## src/rtl/tick_1s_gen.sv

```systemverilog
// Timebase divider: one-cycle tick every DIV clocks, a square wave that toggles
// on each tick, and a wrapping count of ticks since reset.
module tick_1s_gen #(
  parameter int CLK_FREQ_HZ = 50_000_000,
  parameter int TICK_MS     = 1000,
  parameter int CNT_W       = 16
) (
  input  logic             clk_i,
  input  logic             rst_i,
  input  logic             en_i,
  output logic             s_o,
  output logic             sq_o,
  output logic [CNT_W-1:0] tick_count_o
);

  // 64-bit product: 50 MHz * 1000 ms overflows a 32-bit int.
  localparam longint DIV   = (longint'(CLK_FREQ_HZ) * longint'(TICK_MS)) / longint'(1000);
  localparam int     DIV_W = $clog2(DIV);
  localparam logic [DIV_W-1:0] LAST = DIV_W'(DIV - 1);

  if (DIV < 2) begin : g_div_check
    $error("tick_1s_gen: CLK_FREQ_HZ*TICK_MS/1000 must be at least 2");
  end

  logic [DIV_W-1:0] cnt_q, cnt_d;
  logic             s_q, s_d;
  logic             sq_q, sq_d;
  logic [CNT_W-1:0] tick_count_q, tick_count_d;

  always_comb begin
    cnt_d        = cnt_q;
    s_d          = 1'b0;
    sq_d         = sq_q;
    tick_count_d = tick_count_q;
    if (en_i) begin
      if (cnt_q == LAST) begin
        cnt_d        = '0;
        s_d          = 1'b1;
        sq_d         = ~sq_q;
        tick_count_d = tick_count_q + CNT_W'(1);
      end else begin
        cnt_d = cnt_q + DIV_W'(1);
      end
    end
  end

  // Reset wins over a tick landing on the same edge.
  always_ff @(posedge clk_i) begin
    if (rst_i) begin
      cnt_q        <= '0;
      s_q          <= 1'b0;
      sq_q         <= 1'b0;
      tick_count_q <= '0;
    end else begin
      cnt_q        <= cnt_d;
      s_q          <= s_d;
      sq_q         <= sq_d;
      tick_count_q <= tick_count_d;
    end
  end

  assign s_o          = s_q;
  assign sq_o         = sq_q;
  assign tick_count_o = tick_count_q;

endmodule

```

## config.mk

```make
export PLATFORM = sky130hd
export DESIGN_NAME = tick_1s_gen
export DESIGN_NICKNAME = d
export VERILOG_FILES = /design/src/rtl/tick_1s_gen.sv
export SDC_FILE = /design/constraint.sdc
export NUM_CORES = 1
export LEC_CHECK = 0
export ABC_CLOCK_PERIOD_IN_PS = 3400
export BUFFER_PORTS_ARGS = -buffer_cell sky130_fd_sc_hd__buf_2
export CORE_MARGIN = 3
export CORE_UTILIZATION = 65
export CTS_BUF_LIST = sky130_fd_sc_hd__clkbuf_4 sky130_fd_sc_hd__clkbuf_8
export CTS_CLUSTER_SIZE = 16
export DETAILED_ROUTE_END_ITERATION = 8
export PLACE_DENSITY = 0.95
export REMOVE_ABC_BUFFERS = 1
export SKIP_LAST_GASP = 1
export SYNTH_ARGS = -nofsm -noshare
export SYNTH_HDL_FRONTEND = slang
export SYNTH_SLANG_ARGS = --single-unit
```

## constraint.sdc

```tcl
create_clock -name clk_i -period 3.4 [get_ports clk_i]
set_input_delay 0.68 -clock clk_i [delete_from_list [all_inputs] [get_ports clk_i]]
set_output_delay 0.68 -clock clk_i [all_outputs]
set_load 0.02 [all_outputs]
```

## Word level (Yosys, flattened, before mapping)

Index checks and enable logic that the tools add are counted.

- Memory bits (writable): 0
- Bits in read-only memories: 0
- Latch bits: 0
- Bits in registers: 44
- Memories kept: 0

- Bitwise operators: 2
- Eq/ne operators: 1
- $lt $le $gt $ge: 0
- Muxes and demuxes: 2
- Multiply operators: 0
- Shift operators: 0
- Div/mod/pow operators: 0
- Add/subtract/negate cells: 2
- Reductions and logical operators: 2

Operators by type and width:

| kind | count |
|---|---|
| adder 26 x 1 -> 26 bit, second input constant | 1 |
| equality test 26 bit, second input constant | 1 |
| two-way mux 26 bit | 1 |
| adder 16 x 1 -> 16 bit, second input constant | 1 |
| inverter 1 bit | 2 |
| AND reduction 2 bit | 1 |
| OR reduction 2 bit | 1 |
| two-way mux 1 bit | 1 |

## Depth between registers and ports, before layout

- Depth after elaboration: 2
- Depth in mapped cells: 9
- Mapped depth without buffers: 6

## Worst setup path before layout

No wires, ideal clock.

- Path type: input -> register
- From: input port en_i
- To: register cnt_q[15]
- Path buffers: 1
- Arrival time: 2175 ps
- Stages: 6
- Setup slack: 1111 ps
- Cells stage by stage: clkbuf_1 nand4_1 nor4_1 nand4_1 xor2_1 nor2_1

RTL lines:

| what | line | source |
|---|---|---|
| start, declared | 10 | `input logic en_i,` |
| end signal, assigned | 55 | `cnt_q <= cnt_d;` |
| end, declared | 25 | `logic [DIV_W-1:0] cnt_q, cnt_d;` |

## Final worst setup path

- From: register cnt_q[7]
- To: register cnt_q[3]

- Word-level cells in the longest chain between the ends: 2

Ends and longest elaborated chain:

| what | line | source |
|---|---|---|
| equality test 26 bit | 36 | `if (cnt_q == LAST) begin` |
| two-way mux 26 bit | 36 |  |

No other way between the ends.
A chain may end at the register's enable or synchronous reset.

==> impl_metrics.tcl <==
set metrics [dict create \
    run_status "finished clean" \
    synth-edff-count 0 \
    vias 1747 \
    drt.antenna.violating_nets 0 \
    yosys-mux-area-fraction 0.00501 \
    grt_remaining_overflow 0 \
    crit-reg2reg-launch "cnt_q[7]" \
    timing.hold.worst_path_depth 2 \
    vias_per_cell 6.11 \
    post_cts_setup_bufs 0 \
    cts_buffer_depth 2 \
    synthMostInstantiatedCell "nor2_1" \
    post_synth_instance_area_um2 2000 \
    cts_tree "done" \
    synth_top_cell_by_area "dfxtp_1" \
    timing.final.max_slew_violations 0 \
    worst_clock_skew_ns 0.0111 \
    htreeDepth 2 \
    globalplace.congestion 0.811 \
    avgRoutedWirePerCell_um 14.9 \
    crit_path_max_incr_delay_ns 0.53 \
    insertion_delay_ns 0.36 \
    grt_pass1_wl_mm 7.10 \
    utilization 0.785 \
    synthFlopType "dfxtp_1" \
    setup_tns_ns 0 \
    syn_avg_cell_area_um2 8.58 \
    critical_path_cell_sequence "or4_1 -> or4_4 -> or2_1 -> nand2b_1 -> buf_4 -> nor2_1" \
    io-pin-count 21 \
    cts_hold_buffers 0 \
    synth_top_family_by_area "simple AND/OR/NAND/NOR gates" \
    drive_above_1_share 0.122 \
    synth_adder_area_share 0.0188 \
    floorplan.die_area_um2 3780 \
    drc 0 \
    power_leakage_nw 0.818 \
    die_height_um 61.4 \
    critical_path.endpoint_type "register" \
    cp_num_buf_inv 1 \
    cells_after_synthesis 233 \
    period_needed_ns 2.32 \
    yosys.cell_types.count 29 \
    synthArstFlopShare 0 \
    drt_iter0_markers 140 \
    place_hpwl_mm 2.71 \
    synth_compound_area_frac 0.0125 \
    regToRegSetupSlack_ns 1.08 \
    fin_nets 260 \
    critical_path.max_fanout 25 \
    irDropWorstVdd_v 0.000372 \
    holdPathEnd "tick_count_o[15]" \
    worst-slew-pin-transition_ns 0.666 \
    finalWirelength_mm 4.26 \
    finalHoldWorstSlack_ns 0.509 \
    detail_route.first_pass.iterations 5 \
    count_of_input_and_output_buffers 20 \
    synth_top_area_frac 0.441 \
    max_cap_violations 0 \
    min_period_over_period 0.682 \
    core_area_um2 2850 \
    count_of_clock_tree_sinks 44 \
    synth_xor_area_frac 0.171 \
    starting_density_of_the_core 0.700 \
    hp-start "tick_count_o[15]" \
    max_clock_freq_mhz 431 \
    via_count_of_the_first_global_routing_pass 1599 \
    num_rows 19 \
    largest_net_degree_at_the_start_of_global_routing 26 \
    synth-warning-count 0 \
    design_power_total_w 0.00101 \
    crit_path_top_delay_cell "or4_4" \
    grt_util_all_layers 0.253 \
    setup_violations 0 \
    dieWidth_um 61.4 \
    path_clk_slew_ns 0.13 \
    timing.setup.critical_path_class "reg2reg" \
    antenna-diode-count 0 \
    reg2reg_to "cnt_q[3]" \
    p_per_area_nw_per_um2 451 \
    post_synth_main_area_contributors "dfxtp_1 44%, xor2_1 9.2%, nor2_1 8.8%" \
    start_kind "register" \
    critPathTopFamily "simple AND/OR/NAND/NOR gates" \
    slew-limit-headroom 0.553 \
    min_path_type "reg2reg" \
    part_of_the_yosys_area_used_for_sequential_elements 0.441 \
    clock-root-buffer "clkbuf_4" \
    finalHoldViolCount 0 \
    rsz_0062_raised_after_global_routing "no" \
    cp_data_required_time_ns 3.65 \
    worstPathArrival_ns 2.57 \
    cts-buffers-inserted 5 \
    syn_to_final_growth_pct 12.0 \
    yosys_register_bits 44 \
    cts_repair_resize_count 0 \
    rr_worst_depth 6 \
    antenna_violations_before_repair 0 \
    yosys.area_share.simple 0.324 \
    synthTopCellsByCount "47 x nor2_1, 44 x dfxtp_1, 21 x xor2_1, 19 x nand3_1, 18 x xnor2_1" \
]
==> power breakdown <==
part | switching, W | internal [W] | total, W | leakage, nW
Sequential | 0.00000300 | 0.000518 | 0.000521 | 0.355
Clock | 0.000169 | 0.000303 | 0.000472 | 0.0654
Combinational | 0.0000120 | 0.00000563 | 0.0000176 | 0.398
==> registers in the layout (all words and copies together), names as in the netlist <==
register	flops
tick_count_o	16
cnt_q	26
sq_o	1
s_o	1
==> stage by stage <==
stage / worst slack [ns] / std cells / area (µm²)
after floorplan: 1.06 / 225 / 1960
after global placement: 1.15 / 278 / 2110
after detailed placement: 1.12 / 278 / 2110
after CTS: 1.08 / 286 / 2240
after global routing: 0.926 / 286 / 2240
final: 1.08 / 286 / 2240
==> how the worst max path moves through the flow <==
stage	cells past startpoint	start	end	slack [ns]
CTS	5	cnt_q[7]	tick_count_o[15]	1.08
finish	6	cnt_q[7]	cnt_q[3]	1.08
global route	6	cnt_q[19]	cnt_q[5]	0.93
floorplan	5	cnt_q[7]	cnt_q[0]	1.06
global placement	6	cnt_q[7]	cnt_q[4]	1.15
detailed placement	6	cnt_q[7]	cnt_q[3]	1.12
==> worst reg2reg max path: cells and delay by family (launching register included) <==
family                 cells  cell delay (ns)
DFF                        1             0.37
and+or+nand+nor            5             1.58
buffers and inverters      1             0.26
==> cells in the final DEF (no fill, tap or decap), types with 3 or more instances in the layout <==
master,netlist,final
xor2_1,21,21
a21oi_1,3,3
clkbuf_4,0,5
nand2_1,16,16
and4_1,4,4
bufinv_16,0,3
nor2_1,47,47
inv_1,4,4
dfxtp_1,44,44
nand3_1,19,19
nor4bb_1,3,3
nand4_1,12,12
and3_1,3,3
nor4_1,8,8
nor3_1,8,8
ha_1,3,3
xnor2_1,18,18
buf_2,2,20
==> layer usage <==
layer  up-vias  part of all wire  track usage
met5         -                 0            0
met4         0             0.024        0.103
met3        14             0.059       0.0713
met2        64              0.50        0.432
met1       828              0.41        0.298
li1        841                 -            -
==> logic make-up after synthesis <==
family	count (synthesis)
DFF	44
adders and majority gates	3
muxes	1
and+or+nand+nor	129
AOI/OAI and AO/OA	5
xor gates and xnor gates	39
buffers and inverters	12
==> layout make-up <==
type                       count  area (µm²)
sequential                    44         881
tap                           31        38.8
clock buffer                   5        37.5
inverter                       4        15.0
fill                         186         614
clock inverter                 3        90.1
timing repair buffer          22         115
multi-input combinational    177        1060
No activity file was read; power rests on OpenSTA's default activity.
